[src/rtl/riot_ng_if.sv]
// riot_ng_if -- host bus of the RIOT_NG block.
//   CS1, CS2_N : chip selects (selected = CS1 & ~CS2_N)
//   RS_N       : 0 = RAM space, 1 = register space
//   R_W        : 1 = read, 0 = write
//   A          : 7-bit address
//   D_I        : write data from the host
//   D_O        : registered read data from the device
// The master modport is the host side, the slave modport is the device side.
interface riot_ng_if;
  logic       CS1;
  logic       CS2_N;
  logic       RS_N;
  logic       R_W;
  logic [6:0] A;
  logic [7:0] D_I;
  logic [7:0] D_O;

  modport master (
    output CS1, CS2_N, RS_N, R_W, A, D_I,
    input  D_O
  );

  modport slave (
    input  CS1, CS2_N, RS_N, R_W, A, D_I,
    output D_O
  );
endinterface

[src/rtl/riot_ng.sv]
// riot_ng -- RAM / parallel I/O / interval timer peripheral.
// All state changes on the falling edge of PHI2; RES_N clears registers
// asynchronously (the RAM contents survive reset).
// Ports:
//   PHI2        : clock, active on its falling edge
//   RES_N       : asynchronous active-low reset
//   bus         : host bus (riot_ng_if.slave): selects, RS_N, R_W, A, D_I, D_O
//   P_I         : port pins, port p on bits [8p+7:8p]
//   P_O         : output register masked by the data-direction register
//   DDR_O       : registered image of the data-direction registers
//   IRQ_N       : active-low interrupt, OR of enabled timer and edge flags
// Register map (RS_N = 1):
//   A[6]=0              : port p=A[2:1]; A[0]=0 data (rd pins / wr OR), A[0]=1 DDR
//   A[6:5]=10           : timer t=A[4:3], sub=A[2:0]
//                         sub0..3 load V*1/8/64/1024, sub4 control, sub5 count read
//   A=0x60+p            : edge control of port p (bit0 enable, bit1 1=rising)
//   A=0x7F              : status {timer flags[3:0], edge flags[3:0]}
module riot_ng #(
  parameter int N_PORTS  = 2,
  parameter int N_TIMERS = 1,
  parameter int RAM_AW   = 7
) (
  input  logic                 PHI2,
  input  logic                 RES_N,
  riot_ng_if.slave             bus,
  input  logic [8*N_PORTS-1:0] P_I,
  output logic [8*N_PORTS-1:0] P_O,
  output logic [8*N_PORTS-1:0] DDR_O,
  output logic                 IRQ_N
);

  // ---------------------------------------------------------------------
  // Address decode
  // ---------------------------------------------------------------------
  logic sel, rd, wr;
  logic ram_hit, port_hit, tim_hit, edge_hit, status_hit;

  assign sel        = bus.CS1 & ~bus.CS2_N;
  assign rd         = sel & bus.R_W;
  assign wr         = sel & ~bus.R_W;
  assign ram_hit    = ~bus.RS_N;
  assign port_hit   = bus.RS_N & ~bus.A[6];
  assign tim_hit    = bus.RS_N & bus.A[6] & ~bus.A[5];
  assign edge_hit   = bus.RS_N & bus.A[6] & bus.A[5] & (bus.A[4:2] == 3'b000);
  assign status_hit = bus.RS_N & (bus.A == 7'h7F);

  // Status read clears the edge flags (a same-cycle edge still wins).
  logic status_rd;
  assign status_rd = rd & status_hit;

  // Prescale select -> shift amount (P = 1, 8, 64, 1024).
  function automatic logic [3:0] shamt(input logic [1:0] s);
    case (s)
      2'd0:    shamt = 4'd0;
      2'd1:    shamt = 4'd3;
      2'd2:    shamt = 4'd6;
      default: shamt = 4'd10;
    endcase
  endfunction

  // ---------------------------------------------------------------------
  // RAM: no reset, contents survive RES_N. Upper address bits alias.
  // ---------------------------------------------------------------------
  logic [7:0] ram_q [2**RAM_AW];
  logic [7:0] ram_rdata;

  always_ff @(negedge PHI2) begin
    if (wr & ram_hit)
      ram_q[bus.A[RAM_AW-1:0]] <= bus.D_I;
  end

  assign ram_rdata = ram_q[bus.A[RAM_AW-1:0]];

  // ---------------------------------------------------------------------
  // I/O ports with edge detection on the top pin of each port
  // ---------------------------------------------------------------------
  logic [7:0]         port_rd [N_PORTS];
  logic [7:0]         edge_rd [N_PORTS];
  logic [N_PORTS-1:0] eflag;
  logic [N_PORTS-1:0] een;

  genvar gi;
  generate
    for (gi = 0; gi < N_PORTS; gi++) begin : g_port
      logic [7:0] or_q, or_d;
      logic [7:0] ddr_q, ddr_d;
      logic [7:0] po_q, ddro_q;
      logic [1:0] ectl_q;
      logic       prev_q;
      logic       eflag_q;
      logic       this_port, this_edge, pin, edge_seen;

      assign this_port = port_hit & (bus.A[2:1] == 2'(gi));
      assign this_edge = edge_hit & (bus.A[1:0] == 2'(gi));

      assign or_d  = (wr & this_port & ~bus.A[0]) ? bus.D_I : or_q;
      assign ddr_d = (wr & this_port &  bus.A[0]) ? bus.D_I : ddr_q;

      assign pin = P_I[8*gi+7];
      // prev_q holds the pin as seen at the previous falling edge.
      assign edge_seen = ectl_q[1] ? (pin & ~prev_q) : (~pin & prev_q);

      always_ff @(negedge PHI2 or negedge RES_N) begin
        if (!RES_N) begin
          or_q    <= '0;
          ddr_q   <= '0;
          po_q    <= '0;
          ddro_q  <= '0;
          ectl_q  <= '0;
          prev_q  <= 1'b0;
          eflag_q <= 1'b0;
        end else begin
          or_q   <= or_d;
          ddr_q  <= ddr_d;
          // Pins track the new register values on the same edge as the write.
          po_q   <= or_d & ddr_d;
          ddro_q <= ddr_d;
          prev_q <= pin;
          if (wr & this_edge)
            ectl_q <= bus.D_I[1:0];
          if (edge_seen)
            eflag_q <= 1'b1;
          else if (status_rd)
            eflag_q <= 1'b0;
        end
      end

      assign P_O[8*gi +: 8]   = po_q;
      assign DDR_O[8*gi +: 8] = ddro_q;
      assign port_rd[gi]      = bus.A[0] ? ddr_q : P_I[8*gi +: 8];
      assign edge_rd[gi]      = {6'b0, ectl_q};
      assign eflag[gi]        = eflag_q;
      assign een[gi]          = ectl_q[0];
    end
  endgenerate

  // ---------------------------------------------------------------------
  // Interval timers
  // ---------------------------------------------------------------------
  logic [7:0]          tim_rd [N_TIMERS];
  logic [N_TIMERS-1:0] tflag;
  logic [N_TIMERS-1:0] tien;

  generate
    for (gi = 0; gi < N_TIMERS; gi++) begin : g_timer
      logic [18:0] cnt_q;
      logic [1:0]  psel_q;
      logic [7:0]  v_q;
      logic        oneshot_q;   // set after an underflow without auto-reload
      logic        flag_q;
      logic [1:0]  ctrl_q;      // bit0 IRQ enable, bit1 auto-reload
      logic        this_tim, wr_load, wr_ctrl, cnt_rd, underflow;
      logic [18:0] load_val, reload_val, cnt_scaled;

      assign this_tim   = tim_hit & (bus.A[4:3] == 2'(gi));
      assign wr_load    = wr & this_tim & ~bus.A[2];
      assign wr_ctrl    = wr & this_tim & (bus.A[2:0] == 3'd4);
      assign cnt_rd     = rd & this_tim & (bus.A[2:0] == 3'd5);
      // The counter "passes 0" on the cycle it is decremented from zero.
      assign underflow  = (cnt_q == 19'd0);
      assign load_val   = 19'(bus.D_I) << shamt(bus.A[1:0]);
      assign reload_val = 19'(v_q) << shamt(psel_q);
      assign cnt_scaled = cnt_q >> shamt(psel_q);

      always_ff @(negedge PHI2 or negedge RES_N) begin
        if (!RES_N) begin
          cnt_q     <= '0;
          psel_q    <= '0;
          v_q       <= '0;
          oneshot_q <= 1'b0;
          flag_q    <= 1'b0;
          ctrl_q    <= '0;
        end else begin
          if (wr_load) begin
            // A load beats an underflow landing on the same edge.
            cnt_q     <= load_val;
            psel_q    <= bus.A[1:0];
            v_q       <= bus.D_I;
            oneshot_q <= 1'b0;
            flag_q    <= 1'b0;
          end else if (underflow) begin
            // Set beats a same-edge clear-on-read.
            flag_q <= 1'b1;
            if (ctrl_q[1]) begin
              cnt_q     <= reload_val;
              oneshot_q <= 1'b0;
            end else begin
              cnt_q     <= 19'h7FFFF;
              oneshot_q <= 1'b1;
            end
          end else begin
            cnt_q <= cnt_q - 19'd1;
            if (cnt_rd)
              flag_q <= 1'b0;
          end
          if (wr_ctrl)
            ctrl_q <= bus.D_I[1:0];
        end
      end

      always_comb begin
        tim_rd[gi] = 8'h00;
        if (bus.A[2:0] == 3'd4)
          tim_rd[gi] = {6'b0, ctrl_q};
        else if (bus.A[2:0] == 3'd5)
          tim_rd[gi] = oneshot_q ? cnt_q[7:0] : cnt_scaled[7:0];
      end

      assign tflag[gi] = flag_q;
      assign tien[gi]  = ctrl_q[0];
    end
  endgenerate

  // ---------------------------------------------------------------------
  // Status, interrupt and read-data path
  // ---------------------------------------------------------------------
  logic [3:0] tflag4, eflag4;

  always_comb begin
    tflag4                 = '0;
    tflag4[N_TIMERS-1:0]   = tflag;
    eflag4                 = '0;
    eflag4[N_PORTS-1:0]    = eflag;
  end

  assign IRQ_N = ~(|(tflag & tien) | |(eflag & een));

  logic [7:0] rdata;
  logic [7:0] d_o_q, d_o_d;

  always_comb begin
    rdata = 8'h00;
    if (ram_hit) begin
      rdata = ram_rdata;
    end else if (port_hit) begin
      for (int i = 0; i < N_PORTS; i++)
        if (bus.A[2:1] == 2'(i)) rdata = port_rd[i];
    end else if (tim_hit) begin
      for (int i = 0; i < N_TIMERS; i++)
        if (bus.A[4:3] == 2'(i)) rdata = tim_rd[i];
    end else if (edge_hit) begin
      for (int i = 0; i < N_PORTS; i++)
        if (bus.A[1:0] == 2'(i)) rdata = edge_rd[i];
    end else if (status_hit) begin
      rdata = {tflag4, eflag4};
    end
  end

  assign d_o_d = rd ? rdata : 8'h00;

  always_ff @(negedge PHI2 or negedge RES_N) begin
    if (!RES_N)
      d_o_q <= 8'h00;
    else
      d_o_q <= d_o_d;
  end

  assign bus.D_O = d_o_q;

endmodule

[src/flat_wrapper.sv]
// flat-port wrapper written by rule: the top's interface ports become plain ports
module riot_ng_flat 
#(
  parameter int N_PORTS  = 2,
  parameter int N_TIMERS = 1,
  parameter int RAM_AW   = 7
)
  (PHI2, RES_N, P_I, P_O, DDR_O, IRQ_N, bus_CS1, bus_CS2_N, bus_RS_N, bus_R_W, bus_A, bus_D_I, bus_D_O);
  riot_ng_if bus_i ();
  input  logic PHI2;
  input  logic RES_N;
  input  logic [8*N_PORTS-1:0] P_I;
  output logic [8*N_PORTS-1:0] P_O;
  output logic [8*N_PORTS-1:0] DDR_O;
  output logic IRQ_N;
  input wire logic [$bits(bus_i.CS1)-1:0] bus_CS1;
  input wire logic [$bits(bus_i.CS2_N)-1:0] bus_CS2_N;
  input wire logic [$bits(bus_i.RS_N)-1:0] bus_RS_N;
  input wire logic [$bits(bus_i.R_W)-1:0] bus_R_W;
  input wire logic [$bits(bus_i.A)-1:0] bus_A;
  input wire logic [$bits(bus_i.D_I)-1:0] bus_D_I;
  output wire logic [$bits(bus_i.D_O)-1:0] bus_D_O;
  assign bus_i.CS1 = bus_CS1;
  assign bus_i.CS2_N = bus_CS2_N;
  assign bus_i.RS_N = bus_RS_N;
  assign bus_i.R_W = bus_R_W;
  assign bus_i.A = bus_A;
  assign bus_i.D_I = bus_D_I;
  assign bus_D_O = bus_i.D_O;
  riot_ng #(.N_PORTS(N_PORTS), .N_TIMERS(N_TIMERS), .RAM_AW(RAM_AW)) u_core (.PHI2(PHI2), .RES_N(RES_N), .bus(bus_i), .P_I(P_I), .P_O(P_O), .DDR_O(DDR_O), .IRQ_N(IRQ_N));
endmodule
[config.mk]
export PLATFORM = sky130hd
export DESIGN_NAME = riot_ng_flat
export DESIGN_NICKNAME = d
export VERILOG_FILES = /design/src/rtl/riot_ng_if.sv /design/src/rtl/riot_ng.sv /design/src/flat_wrapper.sv
export SDC_FILE = /design/constraint.sdc
export NUM_CORES = 2
export LEC_CHECK = 0
export ABC_AREA = 1
export CAP_MARGIN = 20
export CORE_MARGIN = 2
export CORE_UTILIZATION = 65
export DETAILED_ROUTE_END_ITERATION = 8
export MAX_ROUTING_LAYER = met4
export PLACE_DENSITY = 0.82
export RECOVER_POWER = 100
export SLEW_MARGIN = 20
export SYNTH_ARGS = -nofsm -noshare
export SYNTH_HDL_FRONTEND = slang
export SYNTH_SLANG_ARGS = --single-unit
[constraint.sdc]
create_clock -name PHI2 -period 4 [get_ports PHI2]
set_input_delay 0.6 -clock PHI2 [delete_from_list [all_inputs] [get_ports PHI2]]
set_output_delay 0.6 -clock PHI2 [all_outputs]
set_load 0.05 [all_outputs]
==> summary.md, run 1 <==
Synthesis
- portion of the post-synthesis area used by sequential elements: 71.3%
- number of enable-type register cells in the synthesized netlist: 1024
- mean area per synthesized cell: 10.9 sq um
- synthesized cell area: 46500 sq um
- FF+latch count, synth: 1121
- number of distinct library cells after synthesis: 49
- post-synthesis async set-or-reset flop share: 8.65%
- Syn Nets: 4301
- yosys warns: 0
- most common flop cell mapped by yosys: edfxtp_1
- Post-Syn Instances: 4263

Run status
- first error in the log: [ERROR GRT-0232] Routing congestion too high. Check the congestion heatmap in the GUI.
- run status: stopped before the end
- last stage reached: 5_1_grt

Floorplanning
- starting density of the core: 65.3%
- horizontal die dimension: 272 microns
- number of rows created at floorplan: 98
- I/O pins: 78
- Chip Height: 272 microns

Place
- final HPWL from detailed placement: 97.0 mm
- routability cong.: 1.04
- number of port buffers: 77

Global route
- total routing usage reported by global routing: 76.9%
- antenna violations before repair: 27
- pin count of the biggest net entering global routing: 105
- sum of overflow across all layers after global routing: 63

Clock tree
- H-tree depth: 3
- number of hold buffers added after CTS: 0
- number of buffers added by the clock tree synthesis step: 112
- number of buffers on the longest clock path: 3
- CTS sink cnt: 1121
- Root Buffer: clkbuf_16

STA
- Worst EP Category: sequential cell input
- pin ending the worst setup path after global-route repair: u_core.bus.D_O[1]$_DFF_NN0_/D

[per-layer routing]
layer,GRT overflow,track usage [%]
met1,2,75.6
met2,32,88.3
met3,3,67.7
met4,26,70.8
met5,-,-
[synthesized netlist by cell type, types with 3 or more instances]
cell | instances | share of area [%]
a21oi_1 | 43 | 0.46
a221oi_1 | 6 | 0.11
a31oi_1 | 3 | 0.040
and2_1 | 8 | 0.11
buf_1 | 19 | 0.15
buf_2 | 75 | 0.81
buf_4 | 21 | 0.34
clkbuf_1 | 67 | 0.54
dfrtn_1 | 97 | 5.2
edfxtp_1 | 1024 | 66
inv_1 | 315 | 2.5
inv_2 | 7 | 0.056
mux2i_1 | 3 | 0.065
nand2_1 | 858 | 6.9
nand3_1 | 210 | 2.3
nand3b_1 | 10 | 0.16
nand4_1 | 71 | 0.95
nor2_1 | 1097 | 8.8
nor2_2 | 5 | 0.067
nor3_1 | 14 | 0.15
o2111ai_1 | 3 | 0.056
o211ai_1 | 21 | 0.34
o21ai_0 | 151 | 1.6
o21ai_1 | 8 | 0.086
o221ai_1 | 15 | 0.28
o22a_1 | 7 | 0.13
o22ai_1 | 36 | 0.48
or2_2 | 29 | 0.39
xnor2_1 | 4 | 0.075
xor2_1 | 9 | 0.17
[metrics by stage]
| step | std cells | instance area [sq um] | setup TNS (ps) | setup WS [ps] | hold slack, ps |
|---|---|---|---|---|---|
| floorplan | 4263 | 47700 | -173210 | -230 | 410 |
| global placement | 5536 | 53400 | -729580 | -920 | 427 |
| detailed placement | 5536 | 53400 | -750920 | -883 | 433 |
| CTS | 6787 | 61500 | -138 | -105 | 435 |
[cell families after synthesis]
kind of cell	Yosys count	share of synthesized area, %
xor gates and xnor gates	13	0.245
DFF	1121	71.3
muxes	3	0.0645
buffers and inverters	509	4.51
adders and majority gates	1	0.0269
and+or+nand+nor	2313	20.1
AOI/OAI and AO/OA	303	3.79
[what timing repair did]
item,in CTS
pin swaps,28
endpoints found under the setup margin,537
cloned,4
resized for setup,81
setup buffers,26
==> run 2, diff against run 1 <==
Settings changed: CORE_UTILIZATION 65 to 40, MAX_ROUTING_LAYER met4 to not set, PLACE_DENSITY 0.82 to not set, PLACE_DENSITY_LB_ADDON set to 0.15.
==> summary.md, run 2 <==
Detailed routing
- number of remaining DRC errors: 0
- drt first-iter violations: 3775
- routed length per placed instance: 21.6 microns
- wirelength, routed: 162 mm
- first-pass iteration count of the detailed router: 6
- Avg Vias per Cell: 5.06
- Post-DRT Antenna Nets: 0
- routed vias: 37800

Power and ir drop
- power density over cell area: 490 nW/um^2
- sum of internal, switching and leakage power: 31.3 mW
- leakage power summed over all cells: 28.5 nW
- worst supply voltage drop on vdd: 0.392 mV

Cells and area
- count of nets after finishing: 5894
- area growth from synthesis to layout: 37.2%
- Filler Cell Count: 10400
- area occupied by multi-input gates: 12500 sq um
- layout cells sized above 1: 17.7%
- leading cell type in the layout, fill and taps excluded: inv_1
- leading cell types in the layout, fill and taps excluded: 1358 x inv_1, 1024 x edfxtp_1, 949 x nor2_1, 814 x nand2_1, 314 x buf_4
- final design instance area without fill: 63900 sq um
- number of flip-flops in the largest register: 1024
- combined flip-flop and latch cell area: 33200 sq um

STA
- unrepaired setup endpoints after global routing: yes
- Slew Limit Headroom: -9.11%
- worst slew pin tran: 1640 ps
- Clock Skews: 73.0 ps
- Slew Viols, Final: 108
- post-route worst setup slack: -184 ps
- count of endpoints failing hold in the final timing report: 0
- number of endpoints failing setup at the final stage: 573

Synthesis
- Post-Syn Instances: 4263, unchanged
- yosys warns: 0, unchanged
- Syn Nets: 4301, unchanged
- portion of the post-synthesis area used by sequential elements: 71.3%, unchanged
- mean area per synthesized cell: 10.9 sq um, unchanged
- most common flop cell mapped by yosys: edfxtp_1, unchanged
- Area contributors post-synth: edfxtp_1 66%, nor2_1 8.8%, nand2_1 6.9%, unchanged
- dominant cell by count in the synthesized netlist: nor2_1, unchanged
- post-synthesis async set-or-reset flop share: 8.65%, unchanged
- Synth top cells by count: 1097 x nor2_1, 1024 x edfxtp_1, 858 x nand2_1, unchanged
- synthesized cell area: 46500 sq um, unchanged
- share of the synthesized area in the top cell type: 66.1%, unchanged
- number of distinct library cells after synthesis: 49, unchanged
- number of enable-type register cells in the synthesized netlist: 1024, unchanged
- FF+latch count, synth: 1121, unchanged
- area leader, netlist: edfxtp_1, unchanged

Min path
- HP Start: u_core.g_port[1].or_q[7]
- class of the most critical hold timing path: reg2reg

Floorplanning
- starting density of the core: 40.2%, was 65.3%
- Die ar.: 119000 sq um
- Chip Height: 345 microns, was 272 microns
- placeable core region: 116000 sq um
- number of rows created at floorplan: 125, was 98
- horizontal die dimension: 345 microns, was 272 microns
- I/O pins: 78, unchanged

Clock tree
- CTS sink cnt: 1121, unchanged
- number of buffers added by the clock tree synthesis step: 131, was 112
- Root Buffer: clkbuf_16, unchanged
- latest clock arrival within the worst-skew pair: 750 ps
- clock-pin slew of the registers on the worst-case setup and hold paths: 40 ps
- clock tree from TritonCTS: built
- number of buffers on the longest clock path: 3, unchanged
- number of hold buffers added after CTS: 0, unchanged
- H-tree depth: 4, was 3

Worst setup path
- data required time at the worst endpoint: 2530 ps
- source of the worst register-to-register timing path: u_core.g_timer[0].cnt_q[0]
- worst setup path startpoint: bus_D_I[0]
- critical path class: in2reg
- worst-path maximum fanout: 32
- startpoint kind of the worst setup timing path: input port
- signal arrival time at the worst endpoint: 2720 ps
- endpoint type of the worst setup path: register

Global route
- sum of overflow across all layers after global routing: 0
- number of global-route vias before repair: 38500
- pin count of the biggest net entering global routing: 90
- antenna violations before repair: 2
- total routing usage reported by global routing: 26.7%
- first-pass GRT wire length: 235 mm

Place
- total placed instance area: 55500 sq um, was 53400 sq um
- final HPWL from detailed placement: 104 mm, was 97.0 mm
- number of port buffers: 77, unchanged
- routability cong.: 0.923, was 1.04

Run status
- run status: complete, but fails checks, was stopped before the end
- violations in the final reports: capacitance limit, slew limit, setup timing

Flow run
- max_cap viols: 3

[run 2: cell counts after synthesis]
Identical to the previous run, type by type.
[run 2: kinds of logic after synthesis]
kind of cell | synth area share [%]
AND/OR/NAND/NOR | 20.1
flip-flops | 71.3
buffers and inverters | 4.51
AO/OA/AOI/OAI | 3.79
XOR/XNOR | 0.245
multiplexers | 0.0645
adder cells (fa/ha/maj) | 0.0269
[run 2: layout make-up]
type | count | share of cell area (%)
Sequential cell | 1121 | 51.9
Multi-Input combinational cell | 2634 | 19.5
Timing Repair Buffer | 620 | 10.9
Clock inverter | 1115 | 7.32
Clock buffer | 141 | 5.37
Tap cell | 1524 | 2.99
Inverter | 324 | 1.95
Antenna cell | 1 | 0.00392
[run 2: layer usage]
layer	GRT usage, %	share of wire [%]	up-vias
met3	6.71	7.2	289
li1	-	-	17600
met4	12.9	3.3	0
met2	42.2	48	1486
met1	34.5	42	18500
met5	0	0	-
[run 2: per-stage QoR]
stage / std cells / utilization (%) / worst slack [ps] / hold WS [ps] / setup TNS [ps]
global route: 7479 / 55.2 / -203 / 452 / -79560
global placement: 6182 / 47.9 / -1180 / 428 / -826740
finish: 7480 / 55.2 / -184 / 436 / -22700
floorplan: 4263 / - / -230 / 410 / -173210
CTS: 7457 / 55.2 / -158 / 438 / -494
detailed placement: 6182 / 47.9 / -1170 / 436 / -827540
[run 2: what timing repair did]
item                       CTS  global route
buffers inserted            19            22
resized for setup           53            91
gates cloned                 1             3
pin swaps                    7            26
setup endpoints to repair  546           135
[run 2: worst paths after layout]
kind                       slack (ps)                     endpoint  cells after the start
min                               440     u_core.g_port[1].or_q[7]                      2
min in group asynchronous        2100  u_core.g_timer[0].cnt_q[10]                      1
max reg2reg                      1340  u_core.g_timer[0].cnt_q[13]                     10
max                              -180          u_core.ram_q[95][0]                      3
min reg2reg                       440     u_core.g_port[1].or_q[7]                      2
max in group asynchronous         310     u_core.g_port[0].po_q[4]                      2
[run 2: critical path, stage by stage]
cell	delay, ps
clkbuf_1	950
clkbuf_4	750
buf_4	350
[run 2: power breakdown]
group | switching (mW) | internal (mW)
sequential | 0.118 | 13.0
combinational | 1.53 | 0.752
clock | 7.51 | 8.41
total | 9.16 | 22.2
(Power assumes the default switching activity.)
